<file path="config.mk">
export PLATFORM = sky130hd
export DESIGN_NAME = traffic_light_ctrl_p
export DESIGN_NICKNAME = d
export VERILOG_FILES = /design/src/rtl/traffic_light_ctrl_p.sv
export SDC_FILE = /design/constraint.sdc
export NUM_CORES = 1
export LEC_CHECK = 0
export CAP_MARGIN = 20
export CORE_ASPECT_RATIO = 1.2
export CORE_UTILIZATION = 40
export CTS_CLUSTER_SIZE = 25
export DETAILED_ROUTE_END_ITERATION = 12
export PLACE_DENSITY = 0.7
export RECOVER_POWER = 50
export SLEW_MARGIN = 20
export SYNTH_ARGS = -nofsm -noshare
export SYNTH_HDL_FRONTEND = slang
export SYNTH_SLANG_ARGS = --single-unit
export TNS_END_PERCENT = 1
</file>
<file path="constraint.sdc">
create_clock -name clk -period 4 [get_ports clk]
set_input_delay 0.6 -clock clk [delete_from_list [all_inputs] [get_ports clk]]
set_output_delay 0.6 -clock clk [all_outputs]
set_load 0.02 [all_outputs]
</file>
<file path="src/rtl/traffic_light_ctrl_p.sv">
// Two-road highway/farm traffic light controller with prescaled phase timing,
// pedestrian walk service, all-red clearance and a night flashing mode.
module traffic_light_ctrl_p #(
    parameter int TICK_DIV = 4,
    parameter int CNT_W    = 8,
    parameter int H_MIN    = 10,
    parameter int F_GREEN  = 10,
    parameter int YEL      = 3,
    parameter int ALL_RED  = 1
) (
    input  logic       clk,
    input  logic       rst_n,
    input  logic       car_farm,
    input  logic       ped_req,
    input  logic       flash_mode,
    output logic [2:0] light_highway,
    output logic [2:0] light_farm,
    output logic       walk,
    output logic [2:0] phase
);

    localparam int PW = (TICK_DIV > 1) ? $clog2(TICK_DIV) : 1;

    localparam logic [PW-1:0]    PRESC_TOP = PW'(TICK_DIV - 1);
    localparam logic [CNT_W-1:0] H_MIN_M1  = CNT_W'(H_MIN - 1);
    localparam logic [CNT_W-1:0] F_GRN_M1  = CNT_W'(F_GREEN - 1);
    localparam logic [CNT_W-1:0] YEL_M1    = CNT_W'(YEL - 1);
    localparam logic [CNT_W-1:0] AR_M1     = CNT_W'(ALL_RED - 1);

    localparam logic [2:0] LAMP_R = 3'b100;
    localparam logic [2:0] LAMP_Y = 3'b010;
    localparam logic [2:0] LAMP_G = 3'b001;
    localparam logic [2:0] LAMP_D = 3'b000;

    typedef enum logic [2:0] {
        HG    = 3'd0,
        HY    = 3'd1,
        AR1   = 3'd2,
        FG    = 3'd3,
        FY    = 3'd4,
        AR2   = 3'd5,
        FLASH = 3'd6
    } state_t;

    state_t           state;
    state_t           state_nx;
    logic [PW-1:0]    presc;
    logic             tick;
    logic [CNT_W-1:0] timer;
    logic             ped_pending;
    logic             blink;
    logic             yel_done;
    logic             ar_done;
    logic             fg_done;
    logic             hg_req;
    logic             changing;

    assign tick     = (presc == PRESC_TOP);
    assign yel_done = tick && (timer == YEL_M1);
    assign ar_done  = tick && (timer == AR_M1);
    assign fg_done  = tick && (timer == F_GRN_M1);
    assign hg_req   = (timer >= H_MIN_M1) && (car_farm || ped_pending);
    assign changing = (state_nx != state);

    always_ff @(posedge clk or negedge rst_n) begin
        if (!rst_n) begin
            presc <= '0;
        end else if (tick) begin
            presc <= '0;
        end else begin
            presc <= presc + 1'b1;
        end
    end

    always_ff @(posedge clk or negedge rst_n) begin
        if (!rst_n) begin
            state <= HG;
        end else begin
            state <= state_nx;
        end
    end

    // Timer restarts on every phase change and saturates rather than wraps
    always_ff @(posedge clk or negedge rst_n) begin
        if (!rst_n) begin
            timer <= '0;
        end else if (changing) begin
            timer <= '0;
        end else if (tick && (timer != '1)) begin
            timer <= timer + 1'b1;
        end
    end

    always_ff @(posedge clk or negedge rst_n) begin
        if (!rst_n) begin
            ped_pending <= 1'b0;
        end else if (state_nx == FG && state != FG) begin
            ped_pending <= 1'b0;
        end else if (ped_req) begin
            ped_pending <= 1'b1;
        end
    end

    always_ff @(posedge clk or negedge rst_n) begin
        if (!rst_n) begin
            blink <= 1'b0;
        end else if (state_nx == FLASH && state != FLASH) begin
            blink <= 1'b0;
        end else if (state == FLASH && tick) begin
            blink <= ~blink;
        end
    end

    always_comb begin
        state_nx = state;
        case (state)
            HG: begin
                if (tick) begin
                    if (flash_mode) begin
                        state_nx = FLASH;
                    end else if (hg_req) begin
                        state_nx = HY;
                    end
                end
            end
            HY: begin
                if (yel_done) state_nx = AR1;
            end
            AR1: begin
                if (ar_done) state_nx = FG;
            end
            FG: begin
                if (fg_done) state_nx = FY;
            end
            FY: begin
                if (yel_done) state_nx = AR2;
            end
            AR2: begin
                if (ar_done) state_nx = HG;
            end
            FLASH: begin
                if (tick && !flash_mode) state_nx = AR2;
            end
            default: state_nx = AR2;
        endcase
    end

    // Lamps depend only on registered state and blink
    always_comb begin
        light_highway = LAMP_R;
        light_farm    = LAMP_R;
        walk          = 1'b0;
        phase         = state;
        case (state)
            HG: begin
                light_highway = LAMP_G;
            end
            HY: begin
                light_highway = LAMP_Y;
            end
            FG: begin
                light_farm = LAMP_G;
                walk       = 1'b1;
            end
            FY: begin
                light_farm = LAMP_Y;
            end
            FLASH: begin
                light_highway = blink ? LAMP_Y : LAMP_D;
                light_farm    = blink ? LAMP_R : LAMP_D;
            end
            default: begin
                light_highway = LAMP_R;
                light_farm    = LAMP_R;
            end
        endcase
    end

endmodule

</file>
After elaboration in Yosys (flattened, before gate mapping)
Index checks and enable logic that the tools add are counted.

word-level totals
  latch bits = 0
  flip-flop bits (word level) = 15
  memory bits (writable) = 0
  ROM bits = 0
  memories kept = 0
  input bits = 5

cells by class
  mux-type cells = 22
  bitwise gates (word level) = 1
  div/mod/pow operators = 0
  $add $sub $neg = 2
  reduce and logical (&&, ||, !) cells = 16
  multiply operators = 0
  magnitude comparators = 1
  equality and inequality tests = 15
  shift-type cells = 0

operators by type and width
  cell                 count
  $mux 3               10
  $pmux 3 s7           1
  $pmux 3 s3           2
  $mux 8               2
  $eq 3x3->1 const B   4
  $eq 3x2->1 const B   3
  $logic_and 1x1->1    9
  $add 8x1->8 const B  1
  $eq 8x2->1 const B   1
  $eq 8x4->1 const B   1
  $ge 8x4->1 const B   1
  $logic_not 8->1      1
  $ne 8x8->1 const B   1
  $reduce_bool 2->1    3
  $mux 1               5
  $mux 2               2
  $eq 3x1->1 const B   1
  $logic_not 3->1      1
  $ne 3x2->1 const B   1
  $ne 3x3->1           1
  $ne 3x3->1 const B   1
  $add 2x1->2 const B  1
  $eq 2x2->1 const B   1
  $logic_not 1->1      1
  other kinds (2)      2

Logic depth before layout (Yosys ltp)
Gate-level depths: netlist of run 1.

  depth in word-level cells = 9
  mapped depth = 7
  gate-level depth less buffers = 7

Worst setup path after synthesis of run 1
Ideal clock, no wire load.

  path type = register -> register
  start point = register timer[0]
  end point = register timer[0]
  period minus slack after synthesis = 2.021 ns
  setup time = 0.122 ns
  slack = 1.979 ns
  arrival time = 1.899 ns
  stages on the path, launching flop included = 8
  cells stage by stage = dfrtp_1 -> inv_1 -> ha_1 -> or4b_2 -> a2111oi_0 -> a21oi_1 -> nand3b_4 -> nor3_1

on the way
  word-level cells in the longest chain between the ends = 8
  elaborated cells on any way between the ends = 24

ends and longest elaborated chain
  element                                             line  source
  start: declaration                                  49    logic [CNT_W-1:0] timer;
  start signal: assignment                            90    timer <= timer + 1'b1;
  $ge 8x4->1                                          62    assign hg_req = (timer >= H_MIN_M1) && (car_farm || ped_pending);
  $logic_and 1x1->1                                   62
  $mux 3                                              121   end else if (hg_req) begin
  $mux 3                                              119   if (flash_mode) begin
  $mux 3                                              118   if (tick) begin
  $pmux 3 s7                                          116   case (state)
  $ne 3x3->1                                          63    assign changing = (state_nx != state);
  $mux 8 / $reduce_bool 2->1 (equally long branches)  n/a

Parallel ways exist; a longest one is shown, timed or not. The select of a mux whose other input is x is not followed.
A chain may end at the register's enable or synchronous reset.

Worst setup path in the final report of run 1
  start point = register state[0] (netlist: phase[0])
  end point = output port light_farm[2]

on the way
  word-level cells in the longest chain between the ends = 2
  elaborated cells on any way between the ends = 4

ends and longest elaborated chain
  element                                          line  source
  start: declaration                               45    state_t state;
  start signal: assignment                         79    state <= state_nx;
  $eq 3x3->1 / $eq 3x2->1 (equally long branches)  154   case (state)
  $pmux 3 s3 *                                     154
  end: declaration                                 17    output logic [2:0] light_farm,

Every way passes the cells marked *; elsewhere a longest branch is shown, timed or not.

==> results of run 1 <==
synthesized netlist by cell type (2+ instances only):
cell type  instances
clkbuf_1           3
and2_1             2
o21ai_0            6
nor2_1            16
inv_1              5
or2_2              2
xor2_1             4
nand4_1            4
mux2i_1            2
buf_6              2
nand2b_1           2
nand3b_1           2
nand2_1            8
nand3_1            5
dfrtp_1           15
nor3_1             5
a21oi_1            8
ha_1               6
a221oi_1           2
nor2b_1            3
per-layer routing:
layer / part of all wire, % / vias to the layer above / global-route usage [%]
li1: - / 451 / -
met1: 48 / 413 / 20.6
met2: 47 / 18 / 27.4
met3: 2.7 / 4 / 1.55
met4: 1.7 / 0 / 8.57
met5: 0 / - / 0
area by class of cell:
cell class	count	share of cell area [%]
Multi-Input combinational cell	95	50.8
Inverter	5	1.54
Timing Repair Buffer	14	11.5
Tap cell	33	3.38
Sequential cell	15	30.7
Clock buffer	4	2.15
power groups by stage:
| stage | Sequential [mW] | Combinational [mW] | Clock [mW] |
|---|---|---|---|
| final | 0.151 | 0.00712 | 0.0841 |
| after global placement | 0.155 | 0.00751 | 0 |
| after floorplan | 0.155 | 0.000415 | 0 |
| after CTS | 0.151 | 0.00763 | 0.0873 |
| after global routing | 0.152 | 0.00797 | 0.0947 |
| after detailed placement | 0.155 | 0.00763 | 0 |
state kept, by name (all words and copies together), names as in the netlist:
signal / cells
timer: 8
presc: 2
blink: 1
phase: 3
ped_pending: 1
path summary, 6_finish.rpt:
path                                from       endpoint  slack [ns]  cells past startpoint
worst max-delay path            phase[0]  light_farm[2]        1.39                      4
worst min-delay path            presc[0]       presc[0]        0.43                      1
worst max register to register  timer[4]       timer[0]        1.64                      5
worst min register to register  presc[0]       presc[0]        0.43                      1
max in group asynchronous          rst_n          blink        2.77                      1
min in group asynchronous          rst_n       timer[7]        0.80                      1
per-stage QoR:
step | setup slack (ns) | power [mW] | instance area (um^2) | hold WS [ns]
floorplan | 1.98 | 0.155 | 1080 | 0.304
global placement | 1.78 | 0.162 | 1210 | 0.414
detailed placement | 1.73 | 0.162 | 1210 | 0.421
CTS | 1.41 | 0.246 | 1240 | 0.432
global route | 1.28 | 0.254 | 1220 | 0.488
finish | 1.39 | 0.243 | 1220 | 0.428
kinds of logic after synthesis:
logic type	synth area share (%)
compound gates	13.6
xor+xnor	4.06
flops	34.8
buf+inv	6.03
mux	1.85
fa+ha+maj	6.95
simple gates	32.8
==> results.sh, run 1 <==
export IMPL_portBuffers=14
export IMPL_wl_per_cell_um=12.8
export IMPL_ys_seq_elements=15
export IMPL_drt_iter0_markers=15
export IMPL_instances_no_fill=166
export IMPL_fin_setup_tns_ns=0
export IMPL_fillers=259
export IMPL_cts_tree="yes"
export IMPL_synth_nets=133
export IMPL_drt_pre_antenna_iters=4
export IMPL_drc_errors=0
export IMPL_die_x_um=49.4
export IMPL_max_slew_margin_pct=54.5
export IMPL_hpwl_um=1640
export IMPL_power_internal_mw=0.194
export IMPL_peakVddDrop_v=0.000140
export IMPL_seqCellArea_um2=375
export IMPL_seq_area_frac_synth_pct=34.8
export IMPL_synth_edf_count=0
export IMPL_wirelength_um=2130
export IMPL_netlist_area_leader_share_pct=34.8
export IMPL_cts_buffers=3
export IMPL_cp_top_family="buffers and inverters"
export IMPL_cts_hold_buf=0
export IMPL_finalMaxSlewViolations=0
export IMPL_area_growth_pct=13.2
export IMPL_synth_warning_count=0
export IMPL_rows=20
export IMPL_dieArea_um2=2910
export IMPL_yosysUniqueCellTypes=40
export IMPL_placed_cells=162
export IMPL_finalSetupViolations=0
export IMPL_grt_pass1_vias=792
export IMPL_clock_fmax_ghz=0.383
export IMPL_ys_flop_type="dfrtp_1"
export IMPL_start_util_pct=42.3
export IMPL_cp_arrival_ns=2.01
export IMPL_synth_avg_cell_area_um2=8.85
export IMPL_clock_latency_ns=0.28
export IMPL_combPwrFrac_pct=2.9
export IMPL_syn_cell_area_um2=1080
export IMPL_hp_class="reg -> reg"
export IMPL_rsz0062_at_grt="false"
export IMPL_die_y_um=58.9
export IMPL_worst_slew_pin_slew_ns=0.680
export IMPL_max_stage_delay_ns=0.61
export IMPL_leakage_nw=0.504
export IMPL_grt_pass1_wl_um=3550
export IMPL_clock_sinks=15
export IMPL_cp_start_kind="flip-flop"
export IMPL_ioPinCount=15
export IMPL_yosysTopAreaCell="dfrtp_1"
export IMPL_viasPerCell=5.34
export IMPL_async_flop_share_pct=100
export IMPL_fin_worst_skew_ns=0.000928
export IMPL_slowest_stage="clkdlybuf4s50_1"
export IMPL_vias=886
export IMPL_multi_input_area_um2=621
export IMPL_p_per_area_nw_per_um2=199
export IMPL_final_cell_mix="nor2_1, dfrtp_1, clkdlybuf4s50_1, nand2_1, a21oi_1"
export IMPL_fin_util_pct=47.9
export IMPL_critPathBufInv=1
export IMPL_coreArea_um2=2550
export IMPL_crit_fanout=17
export IMPL_path_cells="nor2b_1 -> and2_1 -> a21oi_1 -> clkdlybuf4s50_1"
export IMPL_power_frac_seq_pct=62.4
export IMPL_routabilityCongestion=0.822
export IMPL_diodes=0
export IMPL_critPathKind="reg -> out"
export IMPL_track_usage_pct=16.2
export IMPL_grt_max_degree=18
export IMPL_ant_nets=0
export IMPL_clock_root_buffer="clkbuf_4"
export IMPL_p_switching_mw=0.0491
export IMPL_drive_gt1_share_pct=7.52
export IMPL_post_cts_buffers=0
export IMPL_syn_inst=122
export IMPL_finalHoldViolCount=0
export IMPL_maxCapViolations=0
export IMPL_end_kind="primary output"
export IMPL_clockBufferDepth=2
export IMPL_clkPwrFrac_pct=34.6
export IMPL_layout_cells_most_common="nor2_1"
export IMPL_post_cts_resized=0
export IMPL_fin_crit_ns=2.61
export IMPL_antenna_found_initial=0
export IMPL_final_nets=145
export IMPL_finalCritPeriodShare_pct=65.2
export IMPL_status="finished, final reports clean"
export IMPL_swShare_pct=20.2
export IMPL_grt_remaining_overflow=0
export IMPL_required_ns=3.40
export IMPL_clk_pin_slew_ns=0.08
export IMPL_synth_area_leaders="dfrtp_1, ha_1, nor2_1"
export IMPL_htree_levels=1
Note: power is estimated with default switching activity, not from simulation.
==> inputs of run 2 (changes only) <==
- clock period: 4 -> 2.7 ns (I/O delays scaled with it)
==> run 2 against run 1 <==
  * Global-route usage up 1.4 points
  * Critical endpoint is now phase[0]
  * Critical path type is now reg -> reg
  * Highest routed layer unchanged
  * First-iteration DRC count rose to 3.1 times the previous value
  * Register-to-register slack lost 1.4 ns
  * Worst setup slack got worse by 1.1 ns
==> results.sh, run 2 (synthesis gave the netlist of run 1 again) <==
export IMPL_status="finished, final reports clean"
export IMPL_start_util_pct=42.3
export IMPL_fin_crit_ns=2.41
export IMPL_viasPerCell=5.69
export IMPL_post_cts_resized=0
export IMPL_ant_nets=0
export IMPL_clock_fmax_ghz=0.414
export IMPL_diodes=0
export IMPL_vias=944
export IMPL_antenna_found_initial=0
export IMPL_rsz0062_at_grt="false"
export IMPL_clk_pin_slew_ns=0.09
export IMPL_die_y_um=58.9
export IMPL_post_cts_buffers=0
export IMPL_wirelength_um=2220
export IMPL_hpwl_um=1620
export IMPL_cts_tree="yes"
export IMPL_clockBufferDepth=2
export IMPL_htree_levels=1
export IMPL_grt_pass1_wl_um=3910
export IMPL_clock_latency_ns=0.29
export IMPL_drt_iter0_markers=46
export IMPL_critPathKind="reg -> reg"
export IMPL_worst_slew_pin_slew_ns=0.678
export IMPL_coreArea_um2=2550
export IMPL_wl_per_cell_um=13.4
export IMPL_finalCritPeriodShare_pct=89.4
export IMPL_grt_max_degree=18
export IMPL_drive_gt1_share_pct=7.52
export IMPL_area_growth_pct=13.2
export IMPL_drt_pre_antenna_iters=4
export IMPL_p_per_area_nw_per_um2=299
export IMPL_largest_reg_flops=8
export IMPL_clock_root_buffer="clkbuf_4"
export IMPL_grt_pass1_vias=846
export IMPL_fin_setup_tns_ns=0
export IMPL_max_slew_margin_pct=54.6
export IMPL_final_cell_mix="nor2_1, dfrtp_1, clkdlybuf4s50_1, nand2_1, a21oi_1"
export IMPL_finalHoldViolCount=0
export IMPL_final_nets=145
export IMPL_finalSetupViolations=0
export IMPL_cp_start_kind="flip-flop"
export IMPL_cts_hold_buf=0
export IMPL_routabilityCongestion=0.871
export IMPL_layout_cells_most_common="nor2_1"
export IMPL_top_register="timer"
export IMPL_ioPinCount=15
export IMPL_peakVddDrop_v=0.000231
export IMPL_drc_errors=0
export IMPL_fin_worst_skew_ns=0.00727
export IMPL_leakage_nw=0.504
export IMPL_end_kind="flip-flop"
export IMPL_cts_buffers=3
export IMPL_grt_remaining_overflow=0
export IMPL_maxCapViolations=0
export IMPL_dieArea_um2=2910
export IMPL_hp_class="reg -> reg"
export IMPL_whs_ns=0.423
export IMPL_portBuffers=14
export IMPL_track_usage_pct=17.6
export IMPL_required_ns=2.86
export IMPL_rows=20
export IMPL_finalMaxSlewViolations=0
export IMPL_cp_arrival_ns=2.57
export IMPL_clock_sinks=15
export IMPL_power_mw=0.366
export IMPL_die_x_um=49.4
export IMPL_crit_fanout=6
==> run 2: worst max-delay path, cell delays in order, from the launching register on <==
cell      delay, ns
dfrtp_1        0.44
or4_1          0.68
nor4_1         0.61
o31ai_1        0.13
a221oi_1       0.30
o21ai_1        0.11
==> run 2: worst paths after layout <==
kind                                from  endpoint  slack [ns]  cells after the start
worst min register to register  presc[0]  presc[0]        0.42                      1
max in group asynchronous          rst_n     blink        1.68                      1
worst max register to register  timer[4]  phase[0]        0.29                      5
min in group asynchronous          rst_n  timer[5]        0.58                      1
worst min-delay path            presc[0]  presc[0]        0.42                      1
worst max-delay path            timer[4]  phase[0]        0.29                      5
==> run 2: final cells by class <==
type | instances | area, um^2
fill | 250 | 1330
multi-input combinational | 95 | 621
sequential | 15 | 375
clock buffer | 4 | 26.3
timing repair buffer | 14 | 140
tap | 33 | 41.3
inverter | 5 | 18.8
==> run 2: stage by stage <==
stage	instance area (um^2)	setup WS, ns	util [%]	instances
6_report	1220	0.286	47.9	166
5_1_grt	1220	0.106	47.9	166
4_1_cts	1240	0.303	48.6	166
3_5_place_dp	1210	0.494	47.6	162
3_3_place_gp	1210	0.590	47.6	162
2_1_floorplan	1080	0.679	-	122
==> run 2: layer usage <==
layer	track usage, %	share of wire [%]
met4	9.80	2.3
met3	2.33	4.2
met1	22.3	45
met5	0	0
met2	29.2	49
==> run 2: power by group <==
group	internal [mW]	leakage [nW]	switching [mW]
clock	0.0575	0.0150	0.0729
combinational	0.00521	0.310	0.00542
sequential	0.224	0.179	0.00000000000205
